<file path="src/rtl/writeback_control_m_pkg.sv">
// Shared definitions for the writeback control block.
//   wb_state_e : controller state encoding (IDLE / LOAD_WAIT)
//   REG_ZERO   : hardwired-zero register address; writes to it are dropped
package writeback_control_m_pkg;

  typedef enum logic {
    ST_IDLE      = 1'b0,
    ST_LOAD_WAIT = 1'b1
  } wb_state_e;

  localparam logic [4:0] REG_ZERO = 5'd0;

endpackage

</file>
<file path="src/rtl/writeback_control_m_if.sv">
// Writeback control bus: groups the ALU, load request/response and
// register-file writeback signals.
//   master : decode/execute + testbench side (drives requests, observes writeback)
//   slave  : writeback_control_m side
interface writeback_control_m_if #(
  parameter int REG_ADDR_W = 5
);
  logic                  aluValid;
  logic [REG_ADDR_W-1:0] aluDest;
  logic                  memReqValid;
  logic [REG_ADDR_W-1:0] memReqDest;
  logic                  memReqReady;
  logic                  memRespValid;
  logic                  stall;
  logic                  memToReg;
  logic                  regWrite;
  logic [REG_ADDR_W-1:0] regWriteAddr;
  logic                  loadPending;
  logic                  timeoutErr;

  modport master (
    output aluValid, aluDest, memReqValid, memReqDest, memRespValid,
    input  memReqReady, stall, memToReg, regWrite, regWriteAddr,
           loadPending, timeoutErr
  );

  modport slave (
    input  aluValid, aluDest, memReqValid, memReqDest, memRespValid,
    output memReqReady, stall, memToReg, regWrite, regWriteAddr,
           loadPending, timeoutErr
  );
endinterface

</file>
<file path="src/rtl/writeback_control_m_timeout.sv">
// Load timeout counter.
//   clk, rst_n : clock, synchronous active-low reset
//   clr        : restart count at 0 (takes priority over en)
//   en         : count up by one
//   tc         : count has reached MEM_TIMEOUT-1
module wb_timeout_counter_m #(
  parameter int MEM_TIMEOUT = 15,
  parameter int CNT_W       = 4
) (
  input  logic clk,
  input  logic rst_n,
  input  logic clr,
  input  logic en,
  output logic tc
);
  logic [CNT_W-1:0] cnt_q, cnt_d;

  always_comb begin
    cnt_d = cnt_q;
    if (clr)     cnt_d = '0;
    else if (en) cnt_d = cnt_q + CNT_W'(1);
  end

  always_ff @(posedge clk) begin
    if (!rst_n) cnt_q <= '0;
    else        cnt_q <= cnt_d;
  end

  assign tc = (cnt_q == CNT_W'(MEM_TIMEOUT - 1));
endmodule

</file>
<file path="src/rtl/writeback_control_m.sv">
// Writeback port sequencer shared by the ALU result path and the load path.
// Tracks one outstanding load, gives memory priority over the ALU, stalls the
// ALU on a WAW conflict with the pending load, and aborts lost loads.
//   clk, rst_n : clock, synchronous active-low reset
//   bus        : writeback_control_m_if.slave (requests in, writeback controls out)
module writeback_control_m
  import writeback_control_m_pkg::*;
#(
  parameter int REG_ADDR_W  = 5,
  parameter int MEM_TIMEOUT = 15,
  parameter int CNT_W       = 4
) (
  input  logic                 clk,
  input  logic                 rst_n,
  writeback_control_m_if.slave bus
);
  localparam logic [REG_ADDR_W-1:0] ZERO = REG_ADDR_W'(REG_ZERO);

  wb_state_e             state_q, state_d;
  logic [REG_ADDR_W-1:0] pend_dest_q, pend_dest_d;
  logic [REG_ADDR_W-1:0] reg_write_addr_q, reg_write_addr_d;
  logic                  reg_write_q, reg_write_d;
  logic                  mem_to_reg_q, mem_to_reg_d;
  logic                  timeout_err_q, timeout_err_d;
  logic                  cnt_clr, cnt_en, cnt_tc;
  logic                  in_wait, waw_hit, stall;

  wb_timeout_counter_m #(.MEM_TIMEOUT(MEM_TIMEOUT), .CNT_W(CNT_W)) u_tmo (
    .clk   (clk),
    .rst_n (rst_n),
    .clr   (cnt_clr),
    .en    (cnt_en),
    .tc    (cnt_tc)
  );

  assign in_wait = (state_q == ST_LOAD_WAIT);
  // Register 0 never holds a result, so it cannot create a WAW conflict.
  assign waw_hit = (bus.aluDest == pend_dest_q) && (bus.aluDest != ZERO);
  assign stall   = bus.aluValid && in_wait && (bus.memRespValid || waw_hit);

  always_comb begin
    state_d          = state_q;
    pend_dest_d      = pend_dest_q;
    reg_write_d      = 1'b0;
    mem_to_reg_d     = 1'b0;
    reg_write_addr_d = reg_write_addr_q;
    timeout_err_d    = timeout_err_q;
    cnt_clr          = 1'b0;
    cnt_en           = 1'b0;

    case (state_q)
      ST_IDLE: begin
        if (bus.memReqValid) begin
          pend_dest_d = bus.memReqDest;
          cnt_clr     = 1'b1;
          state_d     = ST_LOAD_WAIT;
        end
      end
      ST_LOAD_WAIT: begin
        if (bus.memRespValid) begin
          reg_write_d      = (pend_dest_q != ZERO);
          mem_to_reg_d     = 1'b1;
          reg_write_addr_d = pend_dest_q;
          state_d          = ST_IDLE;
        end else if (cnt_tc) begin
          timeout_err_d = 1'b1;
          state_d       = ST_IDLE;
        end else begin
          cnt_en = 1'b1;
        end
      end
      default: state_d = ST_IDLE;
    endcase

    // A memory write always stalls the ALU, so the two never collide here.
    if (bus.aluValid && !stall) begin
      reg_write_d      = (bus.aluDest != ZERO);
      mem_to_reg_d     = 1'b0;
      reg_write_addr_d = bus.aluDest;
    end
  end

  always_ff @(posedge clk) begin
    if (!rst_n) begin
      state_q          <= ST_IDLE;
      pend_dest_q      <= '0;
      reg_write_q      <= 1'b0;
      mem_to_reg_q     <= 1'b0;
      reg_write_addr_q <= '0;
      timeout_err_q    <= 1'b0;
    end else begin
      state_q          <= state_d;
      pend_dest_q      <= pend_dest_d;
      reg_write_q      <= reg_write_d;
      mem_to_reg_q     <= mem_to_reg_d;
      reg_write_addr_q <= reg_write_addr_d;
      timeout_err_q    <= timeout_err_d;
    end
  end

  assign bus.memReqReady  = (state_q == ST_IDLE);
  assign bus.stall        = stall;
  assign bus.regWrite     = reg_write_q;
  assign bus.memToReg     = mem_to_reg_q;
  assign bus.regWriteAddr = reg_write_addr_q;
  assign bus.loadPending  = in_wait;
  assign bus.timeoutErr   = timeout_err_q;
endmodule

</file>
<file path="src/flat_wrapper.sv">
// flat-port wrapper written by rule: the top's interface ports become plain ports
module writeback_control_m_flat import writeback_control_m_pkg::*;
#(
  parameter int REG_ADDR_W  = 5,
  parameter int MEM_TIMEOUT = 15,
  parameter int CNT_W       = 4
)
  (clk, rst_n, bus_aluValid, bus_aluDest, bus_memReqValid, bus_memReqDest, bus_memRespValid, bus_memReqReady, bus_stall, bus_memToReg, bus_regWrite, bus_regWriteAddr, bus_loadPending, bus_timeoutErr);
  writeback_control_m_if #(.REG_ADDR_W(REG_ADDR_W)) bus_i ();
  input  logic clk;
  input  logic rst_n;
  input wire logic [$bits(bus_i.aluValid)-1:0] bus_aluValid;
  input wire logic [$bits(bus_i.aluDest)-1:0] bus_aluDest;
  input wire logic [$bits(bus_i.memReqValid)-1:0] bus_memReqValid;
  input wire logic [$bits(bus_i.memReqDest)-1:0] bus_memReqDest;
  input wire logic [$bits(bus_i.memRespValid)-1:0] bus_memRespValid;
  output wire logic [$bits(bus_i.memReqReady)-1:0] bus_memReqReady;
  output wire logic [$bits(bus_i.stall)-1:0] bus_stall;
  output wire logic [$bits(bus_i.memToReg)-1:0] bus_memToReg;
  output wire logic [$bits(bus_i.regWrite)-1:0] bus_regWrite;
  output wire logic [$bits(bus_i.regWriteAddr)-1:0] bus_regWriteAddr;
  output wire logic [$bits(bus_i.loadPending)-1:0] bus_loadPending;
  output wire logic [$bits(bus_i.timeoutErr)-1:0] bus_timeoutErr;
  assign bus_i.aluValid = bus_aluValid;
  assign bus_i.aluDest = bus_aluDest;
  assign bus_i.memReqValid = bus_memReqValid;
  assign bus_i.memReqDest = bus_memReqDest;
  assign bus_i.memRespValid = bus_memRespValid;
  assign bus_memReqReady = bus_i.memReqReady;
  assign bus_stall = bus_i.stall;
  assign bus_memToReg = bus_i.memToReg;
  assign bus_regWrite = bus_i.regWrite;
  assign bus_regWriteAddr = bus_i.regWriteAddr;
  assign bus_loadPending = bus_i.loadPending;
  assign bus_timeoutErr = bus_i.timeoutErr;
  writeback_control_m #(.REG_ADDR_W(REG_ADDR_W), .MEM_TIMEOUT(MEM_TIMEOUT), .CNT_W(CNT_W)) u_core (.clk(clk), .rst_n(rst_n), .bus(bus_i));
endmodule
</file>
<file path="config.mk">
export PLATFORM = sky130hd
export DESIGN_NAME = writeback_control_m_flat
export DESIGN_NICKNAME = d
export VERILOG_FILES = /design/src/rtl/writeback_control_m_pkg.sv /design/src/rtl/writeback_control_m_if.sv /design/src/rtl/writeback_control_m_timeout.sv /design/src/rtl/writeback_control_m.sv /design/src/flat_wrapper.sv
export SDC_FILE = /design/constraint.sdc
export NUM_CORES = 1
export LEC_CHECK = 0
export CORE_ASPECT_RATIO = 0.75
export CORE_MARGIN = 5
export CORE_UTILIZATION = 46
export CTS_CLUSTER_DIAMETER = 120
export DETAILED_ROUTE_END_ITERATION = 16
export PLACE_DENSITY = 0.89
export SLEW_MARGIN = 10
export SYNTH_ARGS = -nofsm -noshare
export SYNTH_HDL_FRONTEND = slang
export SYNTH_SLANG_ARGS = --single-unit
</file>
<file path="constraint.sdc">
create_clock -name clk -period 3.4 [get_ports clk]
set_input_delay 1.02 -clock clk [delete_from_list [all_inputs] [get_ports clk]]
set_output_delay 1.02 -clock clk [all_outputs]
set_load 0.03 [all_outputs]
</file>
==> results_tabular.tex <==
\begin{tabular}{lr}
\hline
Metric & Value \\
\hline
\multicolumn{2}{l}{\textbf{GRT}} \\
Gr busiest metal & met2 \\
GR Util met2 & 25.3\% \\
Maximum number of pins on one net before global-route repair & 17 \\
Final global-route overflow total & 0 \\
M3 GR Usage & 5.99\% \\
Met1 capacity usage during global routing & between 10\% and 20\% \\
Number of global-route vias before repair & between 800 and 900 \\
Total routing resource utilization after global routing & between 10\% and 20\% \\
First-pass GRT wire length & between 3000 and 4000 um \\
Initial antenna violation count & 0 \\
\multicolumn{2}{l}{\textbf{Critical path}} \\
CP Capture Type & output pin \\
Path type of the worst setup path & in2out \\
Setup crit start kind & input port \\
Setup slack, reg-to-reg & between 1500 and 2000 ps \\
Maximum fanout count along the critical path & 2 \\
Required @ worst endpoint & about 2400 ps \\
Data arrival time of the critical path & $\sim$2300 ps \\
\multicolumn{2}{l}{\textbf{Timing}} \\
Peak Freq & 297 MHz \\
Share of the clock period used by the worst path after layout & 98.9\% \\
Crit path setup slack, layout & around 38 ps \\
Worst relative slew slack & 58.9\% \\
Setup repair after global routing missed its margin & false \\
Final clock skew & roughly 9.9 ps \\
Final period demand of the worst path & roughly 3400 ps \\
Actual transition at the worst max-transition pin & 615 ps \\
Count of final max-slew check failures & 0 \\
Final setup vio count & 0 \\
Number of failing hold endpoints at the final stage & 0 \\
Worst slack on hold paths & 485 ps \\
\multicolumn{2}{l}{\textbf{Final layout}} \\
Fraction of layout cells with a size suffix above 1 & 18.5\% \\
Final standard cell utilization of the core & a little under 70\% \\
Area growth syn-to-layout & 41.9\% \\
FF/Latch Area & about 360 um\^{}2 \\
Fill cell instance count of the final layout & 170 \\
Multi-input gate area in the final layout & roughly 550 um\^{}2 \\
Ant diodes & 0 \\
Final Net Count & roughly 150 \\
Post-layout instance count excluding filler cells & about 150 \\
\multicolumn{2}{l}{\textbf{Route}} \\
Number of DRC violations after detailed routing & 0 \\
Remaining antenna violation count & 0 \\
Vias post-DR & 850 \\
Wire per inst & around 15 um \\
Mean number of vias per cell & between 5 and 6 \\
Routed wire length & 2320 um \\
Number of DRC markers in iteration 0 & 13 \\
First-pass detailed-route iteration total & 4 \\
\multicolumn{2}{l}{\textbf{Run}} \\
Reported max-cap violation count & 0 \\
\multicolumn{2}{l}{\textbf{Logic synthesis}} \\
Net count after synthesis & approximately 110 \\
Top cell type's share of synthesized area & 38.1\% \\
Synth Flop Type & sky130\_fd\_sc\_hd\_\_dfxtp\_1 \\
Most used standard cells in the synthesized netlist & sky130\_fd\_sc\_hd\_\_dfxtp\_1, sky130\_fd\_sc\_hd\_\_xnor2\_1, sky130\_fd\_sc\_hd\_\_nor2b\_1 \\
Syn Std Cell Area & around 950 um\^{}2 \\
Fraction of registers with async set or reset after synthesis & 0\% \\
Proportion of synthesized chip area in sequential cells & between 30\% and 40\% \\
Number of synthesized flops with an enable pin & 0 \\
Flip-flop and latch count after synthesis & 18 \\
Syn Area/Cell & roughly 10 um\^{}2 \\
Largest area contributor in the netlist & sky130\_fd\_sc\_hd\_\_dfxtp\_1 \\
Number of warnings issued by yosys & 0 \\
Unique cell type count in the Yosys netlist & 32 \\
Dominant cell by count in the synthesized netlist & sky130\_fd\_sc\_hd\_\_dfxtp\_1 \\
Top cells by area in the synthesized netlist & sky130\_fd\_sc\_hd\_\_dfxtp\_1, sky130\_fd\_sc\_hd\_\_xnor2\_1, sky130\_fd\_sc\_hd\_\_o221a\_1 \\
Post-synthesis instance total & between 90 and 100 \\
\multicolumn{2}{l}{\textbf{Clocking}} \\
Number of CTS-inserted buffers & 3 \\
Total number of H-tree levels & 1 \\
Post-CTS repair timing setup buffer count & 0 \\
Clock input transition at the sequential cells of the worst setup and hold paths & about 100 ps \\
Sinks on Clock Net & 18 \\
Number of buffers on the longest clock path & 2 \\
Total of hold buffers inserted after clock tree synthesis & 0 \\
Clk Tree Root Cell & sky130\_fd\_sc\_hd\_\_clkbuf\_4 \\
Latest clock arrival within the worst-skew pair & about 300 ps \\
CTS tree & built \\
\multicolumn{2}{l}{\textbf{Placement}} \\
Setup slack at placement & -725 ps \\
Input/output buffers & 25 \\
HPWL after detailed placement & around 1800 um \\
DP Cell Count & 150 \\
Final Wtd Congestion & approximately 0.87 \\
\multicolumn{2}{l}{\textbf{Floorplanning}} \\
Number of top-level pins & 26 \\
Vert. Die Dim & approximately 50 um \\
Std-Cell Rows & 14 \\
Horiz. Die Dim & a little over 60 um \\
Core ar. & 1980 um\^{}2 \\
Die area & approximately 3100 um\^{}2 \\
Starting density of the core & approximately 48\% \\
\multicolumn{2}{l}{\textbf{Pwr}} \\
Largest voltage drop on the vdd net & 0.287 mV \\
Total power divided by cell area & approximately 370 nW/um\^{}2 \\
Power consumption & about 0.5 mW \\
Leak pwr & 0.514 nW \\
\multicolumn{2}{l}{\textbf{Status}} \\
Run status & complete, no violations \\
\multicolumn{2}{l}{\textbf{Worst hold path}} \\
Worst min-delay path class & reg2reg \\
\hline
\end{tabular}
critical path, cell delays in order:
cell	delay [ps]
sky130_fd_sc_hd__clkdlybuf4s50_1	450
sky130_fd_sc_hd__xnor2_1	280
sky130_fd_sc_hd__o211ai_4	120
sky130_fd_sc_hd__o21ai_2	150
sky130_fd_sc_hd__and3_1	180
sky130_fd_sc_hd__buf_6	130
power by group:
part | internal, mW | switching [mW] | total, mW
clock | 0.0653 | 0.0707 | 0.136
sequential | 0.223 | 0.0117 | 0.235
combinational | 0.0696 | 0.0623 | 0.132
total | 0.358 | 0.145 | 0.503
layout make-up:
class | instances | share of cell area [%]
inverter | 4 | 1.12
tap | 24 | 2.24
timing repair buffer | 38 | 25.8
clock buffer | 4 | 2.70
multi-input combinational | 66 | 41.3
sequential | 18 | 26.8
metrics by stage:
stage / setup TNS [ps] / cell area, um^2
finish: 0 / 1340
global route: 0 / 1340
CTS: 0 / 1340
detailed placement: -725 / 1300
global placement: -650 / 1300
floorplan: 0 / 946
placed cells by master (no fill, tap or decap), types with 2 or more instances in the layout:
cell type | Yosys | layout
sky130_fd_sc_hd__o21a_1 | 2 | 2
sky130_fd_sc_hd__dfxtp_1 | 18 | 18
sky130_fd_sc_hd__mux2i_1 | 5 | 5
sky130_fd_sc_hd__dlygate4sd2_1 | 0 | 2
sky130_fd_sc_hd__nor2b_1 | 7 | 7
sky130_fd_sc_hd__xnor2_1 | 8 | 8
sky130_fd_sc_hd__nand3_1 | 3 | 3
sky130_fd_sc_hd__nor2_1 | 5 | 5
sky130_fd_sc_hd__inv_1 | 4 | 4
sky130_fd_sc_hd__ha_1 | 2 | 2
sky130_fd_sc_hd__o311a_1 | 4 | 4
sky130_fd_sc_hd__or3_1 | 5 | 5
sky130_fd_sc_hd__o211ai_1 | 2 | 2
sky130_fd_sc_hd__o221a_1 | 5 | 5
sky130_fd_sc_hd__buf_4 | 0 | 13
sky130_fd_sc_hd__nand2b_1 | 2 | 2
sky130_fd_sc_hd__clkdlybuf4s50_1 | 0 | 20
sky130_fd_sc_hd__and3_1 | 2 | 2
sky130_fd_sc_hd__clkbuf_4 | 0 | 3
sky130_fd_sc_hd__clkdlybuf4s15_1 | 0 | 2
layer usage:
metal | vias to the layer above | part of all wire (%) | wire [um]
li1 | 425 | - | -
met1 | 387 | 46 | 1070
met2 | 34 | 45 | 1040
met3 | 4 | 7.9 | 182
met4 | 0 | 1.2 | 27
met5 | - | 0 | 0
repair_timing:
item,4_1_cts,5_1_grt
pin swaps,4,1
endpoints found under the setup margin,1,1
gates resized for setup,14,0
hold endpoints to repair,0,0
kinds of logic after synthesis:
logic type	share of synthesized area, %
AND/OR/NAND/NOR	19.2
AO/OA/AOI/OAI	23.7
flip-flops	38.1
XOR/XNOR	7.41
buffers and inverters	3.70
multiplexers	5.29
adder cells (fa/ha/maj)	2.65
flip-flops by register name, indices dropped and copies added, names as in the netlist:
name and flops:
u_core.bus.regWriteAddr 5, u_core.bus.memToReg 1, u_core.bus.loadPending 1, u_core.bus.timeoutErr 1, u_core.bus.regWrite 1, u_core.u_tmo.cnt_q 4, u_core.pend_dest_q 5
final timing paths:
path,startpoint,endpoint,depth (start not counted)
worst max-delay path,bus_aluDest[1],bus_stall,6
worst min register to register,u_core.bus.timeoutErr,u_core.bus.timeoutErr,1
worst max register to register,u_core.bus.loadPending,u_core.bus.regWriteAddr[4],4
worst min-delay path,u_core.bus.timeoutErr,u_core.bus.timeoutErr,1
(Power assumes the default switching activity.)
